### src/rtl/ppu_result_buffer.sv
// Result buffer between the PPU pipeline output and a ready/valid consumer.
// Raises stall early enough that results still in flight after stall asserts can be absorbed.
module ppu_result_buffer #(
    parameter int unsigned DATA_WIDTH   = 32,
    parameter int unsigned DEPTH        = 8,
    parameter int unsigned PIPE_LATENCY = 3
) (
    input  logic                    clk,
    input  logic                    rst,
    input  logic                    valid_i,
    input  logic [DATA_WIDTH-1:0]   data_i,
    output logic                    stall_o,
    output logic                    valid_o,
    output logic [DATA_WIDTH-1:0]   data_o,
    input  logic                    ready_i,
    output logic [$clog2(DEPTH):0]  count_o,
    output logic                    overflow_o
);

    localparam int unsigned PtrW = $clog2(DEPTH);
    localparam int unsigned CntW = PtrW + 1;
    localparam logic [CntW-1:0] CntFull     = CntW'(DEPTH);
    localparam logic [CntW-1:0] CntThrottle = CntW'(DEPTH - PIPE_LATENCY);

    typedef enum logic [1:0] {
        StEmpty,
        StFlow,
        StThrottle,
        StFull
    } state_e;

    state_e                state_q, state_d;
    logic [DATA_WIDTH-1:0] mem_q [DEPTH];
    logic [PtrW-1:0]       wr_ptr_q, rd_ptr_q;
    logic [CntW-1:0]       count_q, count_d;
    logic                  overflow_q;
    logic                  push, pop, drop;

    always_comb begin
        pop  = (count_q != '0) && ready_i;
        // A pop in the same cycle frees the slot, so a full buffer can still accept.
        push = valid_i && ((count_q < CntFull) || pop);
        drop = valid_i && !push;
    end

    always_comb begin
        count_d = count_q;
        case ({push, pop})
            2'b10:   count_d = count_q + CntW'(1);
            2'b01:   count_d = count_q - CntW'(1);
            default: count_d = count_q;
        endcase
    end

    // Next state follows next count so it may skip states in a single cycle.
    always_comb begin
        state_d = StFlow;
        if (count_d == '0) begin
            state_d = StEmpty;
        end else if (count_d == CntFull) begin
            state_d = StFull;
        end else if (count_d >= CntThrottle) begin
            state_d = StThrottle;
        end
        stall_o = (state_q == StThrottle) || (state_q == StFull);
    end

    always_ff @(posedge clk) begin
        if (rst) begin
            state_q    <= StEmpty;
            wr_ptr_q   <= '0;
            rd_ptr_q   <= '0;
            count_q    <= '0;
            overflow_q <= 1'b0;
        end else begin
            state_q <= state_d;
            count_q <= count_d;
            if (push) begin
                wr_ptr_q <= wr_ptr_q + PtrW'(1);
            end
            if (pop) begin
                rd_ptr_q <= rd_ptr_q + PtrW'(1);
            end
            if (drop) begin
                overflow_q <= 1'b1;
            end
        end
    end

    // Storage carries no reset.
    always_ff @(posedge clk) begin
        if (!rst && push) begin
            mem_q[wr_ptr_q] <= data_i;
        end
    end

    assign valid_o    = (count_q != '0);
    assign data_o     = mem_q[rd_ptr_q];
    assign count_o    = count_q;
    assign overflow_o = overflow_q;

endmodule

### config.mk
export PLATFORM = sky130hd
export DESIGN_NAME = ppu_result_buffer
export DESIGN_NICKNAME = d
export VERILOG_FILES = /design/src/rtl/ppu_result_buffer.sv
export SDC_FILE = /design/constraint.sdc
export NUM_CORES = 1
export LEC_CHECK = 0
export ABC_AREA = 1
export CAP_MARGIN = 20
export CORE_MARGIN = 1.5
export CORE_UTILIZATION = 35
export CTS_BUF_LIST = sky130_fd_sc_hd__clkbuf_4 sky130_fd_sc_hd__clkbuf_8 sky130_fd_sc_hd__clkbuf_16
export CTS_CLUSTER_DIAMETER = 200
export DETAILED_ROUTE_END_ITERATION = 7
export MAX_ROUTING_LAYER = met4
export PLACE_DENSITY_LB_ADDON = 0.1
export SYNTH_ARGS = -nofsm -noshare
export SYNTH_HDL_FRONTEND = slang
export SYNTH_SLANG_ARGS = --single-unit
export TNS_END_PERCENT = 5
### constraint.sdc
create_clock -name clk -period 11.55 [get_ports clk]
set_input_delay 2.31 -clock clk [delete_from_list [all_inputs] [get_ports clk]]
set_output_delay 2.31 -clock clk [all_outputs]
set_load 0.01 [all_outputs]
==> run summary <==
The width of the die came out at 177 um. The maximum number of pins on one net before global-route repair is 89. STA classifies the critical path endpoint as a primary output.

The synthesized instance count came out at 837. The height of the die is roughly 180 um. The minimum clock period came out at approximately 6.0 ns. The synthesized area divided by synthesized cell count is 12.7 sq um. The power after layout is between 2 and 3 mW. The initial core utilization came out at 0.357. The transition at the pin with the smallest max-transition slack is 0.977 ns. The antenna cell count came out at 0. In the global route stage, overall resource usage came out at 0.163. The share of the clock period used by the worst path after layout is 0.516. The cell row count came out at 63. The headroom to the max-slew limit came out at 0.349. In the layout the commonest cells are sky130_fd_sc_hd__edfxtp_1, sky130_fd_sc_hd__nor2_1, sky130_fd_sc_hd__o21ai_0. The total clock sinks is around 270.

The number of search-and-repair iterations in the first detailed-routing pass came out at 4. The biggest cell delay along the critical path came out at about 0.71 ns. The count of nets left with antenna violations once routing finished came out at 0. When the netlist entered floorplanning its net count stood at 878. The final-report setup violation count is 0. The filler cells instantiated in the layout total 2822. The overall overflow remaining after global route is 0. Of the post-synthesis cell area, the dominant cell type holds 0.722.

The run finished with clean final reports. The synthesized cell area is 0.0106 sq mm. The worst voltage drop across the vdd grid came out at 0.118 mV. The buffer depth of the longest clock path is 3.

Yosys attributes the largest share of cell area to sky130_fd_sc_hd__edfxtp_1, sky130_fd_sc_hd__nor2_1, sky130_fd_sc_hd__o21ai_0. After synthesis, the share of flip-flops with an asynchronous set or reset is 0. The largest total area in the synthesized netlist belongs to sky130_fd_sc_hd__edfxtp_1.

The die covers approximately 0.031 sq mm. In the synthesized netlist the dominant register cell turns out to be sky130_fd_sc_hd__edfxtp_1. Dividing the detail-routed wire length by the instance count gives roughly 18 um. The initial antenna violation count came out at 0. The final clock skew is 0.0104 ns. Setup repair after global routing left no endpoint under its margin.

Gates resized during post-CTS repair numbered 0. The total wire length after detailed routing came out at around 24000 um. The power density over cell area is between 200 and 250 mW/mm^2.

The arrival time of data at the critical path endpoint is ~3.7 ns. The critical path is of the flip-flop to primary output type. In the routed layout, each cell is associated on average with a via count of 4.93.

Compared with the post-synthesis result, the final layout area differs by 19.8%. The register-to-register setup slack came out at roughly 8.8 ns. In this run the tool buffered the top-level ports with 74 buffer cells. The number of library cell types mapped by synthesis came out at 28.

The detailed-route DRC error count came out at 0. For this run, the register share of the synthesized area comes to 0.750. The path type of the worst min-delay path is flip-flop to flip-flop. The first-pass GRT wire length is about 38000 um. The final-report max-slew violation count was 0. Once the clock tree was built, the setup fixing pass inserted 0 buffers. Walking the worst path, the cells encountered are clkinv_2, buf_4, nor2_1, o22ai_1, nor2_1, a31oi_1, clkdlybuf4s50_1. The number of warning messages in the yosys log came out at 0. The placer's final routability congestion estimate is about 0.75.

The total of flip-flops plus latches after synthesis is around 270. In the final layout, the share of cells above drive strength 1 is 0.0990. Clock latency on the worst-skew pair, taken at its later pin, is between 0.5 and 0.6 ns. The final hold slack came out at 0.451 ns.

The hold-fix buffer count after cts is 0. The final instance count without filler cells is between 1000 and 1500. In this run the clock root is driven by a sky130_fd_sc_hd__clkbuf_16. The detailed router finished its first iteration with approximately 390 violations. The cell that appears most often on the critical path is sky130_fd_sc_hd__nor2_1. The core area came out at just under 0.03 sq mm. The final layout net count came out at 950. The maximum fanout along the worst path is 74.

The highest attainable clock frequency is 0.168 GHz. The most common cell after layout, fill and taps aside is sky130_fd_sc_hd__edfxtp_1. The final hold violation count came out at 0. In this run, synthesis inferred around 260 flip-flops with an integrated enable. The clock transition time at the flip-flop clock pins of the worst setup and hold paths is ~0.050 ns.

Counting tap cells, the placed design contains a total of 1266 instances. In this run the number of H-tree levels came out at 1. The number of vias in the routed layout is about 6500. The data required time at the worst endpoint came out at roughly 9.2 ns.

The half-perimeter wire length of the detailed placement result came out at about 12000 um. TritonCTS built the clock tree. The via count of the first global-routing pass is approximately 6600.

The count of maximum capacitance violations came out at 0. The analysis attributes to cell leakage a power of around 4.3 nW. Counting the buffers created by CTS gives 30. For the final routed database, the setup TNS stands at 0 ns. The master of the slowest instance on the critical path is sky130_fd_sc_hd__buf_4. The total I/O pin count is between 70 and 80. The type of element launching the critical path is a flip-flop.
[stage by stage]
stage	util	area, sq um	worst slack [ns]
finish	0.428	12800	5.59
global route	0.428	12800	5.21
CTS	0.428	12700	5.45
detailed placement	0.395	11800	6.04
global placement	0.395	11800	6.05
floorplan	-	10600	6.17
[report_power, final]
group / internal (mW) / switching [mW]
registers: 1.12 / 0.0380
logic: 0.323 / 0.471
clock network: 0.553 / 0.360
[area by class of cell]
cell class,count,area [sq um],area share
clock buffers,48,941,0.0738
clock inverters,4,23.8,0.00186
inverters,21,82.6,0.00647
multi-input cells,496,2370,0.186
flip-flops and latches,271,7990,0.627
well taps,390,488,0.0383
repair buffers,89,857,0.0672
[logic make-up after synthesis]
kind of cell | Yosys count | share of synthesized area
AO/OA/AOI/OAI | 208 | 0.107
flip-flops | 271 | 0.750
buffers and inverters | 70 | 0.0318
adder cells (fa/ha/maj) | 5 | 0.00588
AND/OR/NAND/NOR | 281 | 0.103
XOR/XNOR | 2 | 0.00165
[critical path: cells and delay by family (launching register included)]
family | cells | cell delay, ns
buffers and inverters | 3 | 1.89
and+or+nand+nor | 2 | 0.13
AOI/OAI and AO/OA | 2 | 0.55
DFF | 1 | 0.49
[synth_stat cells (3+ instances only)]
cell type                  number
sky130_fd_sc_hd__a21oi_1        8
sky130_fd_sc_hd__a31oi_1       32
sky130_fd_sc_hd__buf_1          6
sky130_fd_sc_hd__buf_2         16
sky130_fd_sc_hd__buf_6          6
sky130_fd_sc_hd__clkbuf_1      18
sky130_fd_sc_hd__dfxtp_1       15
sky130_fd_sc_hd__edfxtp_1     256
sky130_fd_sc_hd__ha_1           5
sky130_fd_sc_hd__inv_1         15
sky130_fd_sc_hd__inv_2          5
sky130_fd_sc_hd__nand2_1       27
sky130_fd_sc_hd__nand3_1       11
sky130_fd_sc_hd__nand3_2        3
sky130_fd_sc_hd__nor2_1       233
sky130_fd_sc_hd__nor3_1         4
sky130_fd_sc_hd__o21ai_0      122
sky130_fd_sc_hd__o21ai_1       11
sky130_fd_sc_hd__o22ai_1       32
[path summary, 6_finish.rpt]
check | endpoint | startpoint | cells past startpoint
max | data_o[12] | flip-flop | 7
min | overflow_o | overflow_o | 2
max reg2reg | mem_q[1][7] | count_o[3] | 9
min reg2reg | overflow_o | overflow_o | 2
[state kept, by name, summed over array words and instances, names as in the netlist, named ones only]
signal,flops
overflow_o,1
wr_ptr_q,3
state_q,1
rd_ptr_q,3
mem_q,256
count_o,4
[metal layers]
metal	vias up	GRT usage	wire, um
met5	-	-	0
met4	0	0.0382	383
met3	28	0.0253	829
met2	94	0.271	11600
met1	3210	0.209	11400
li1	3176	-	-
Note: power is estimated with default switching activity, not from simulation.
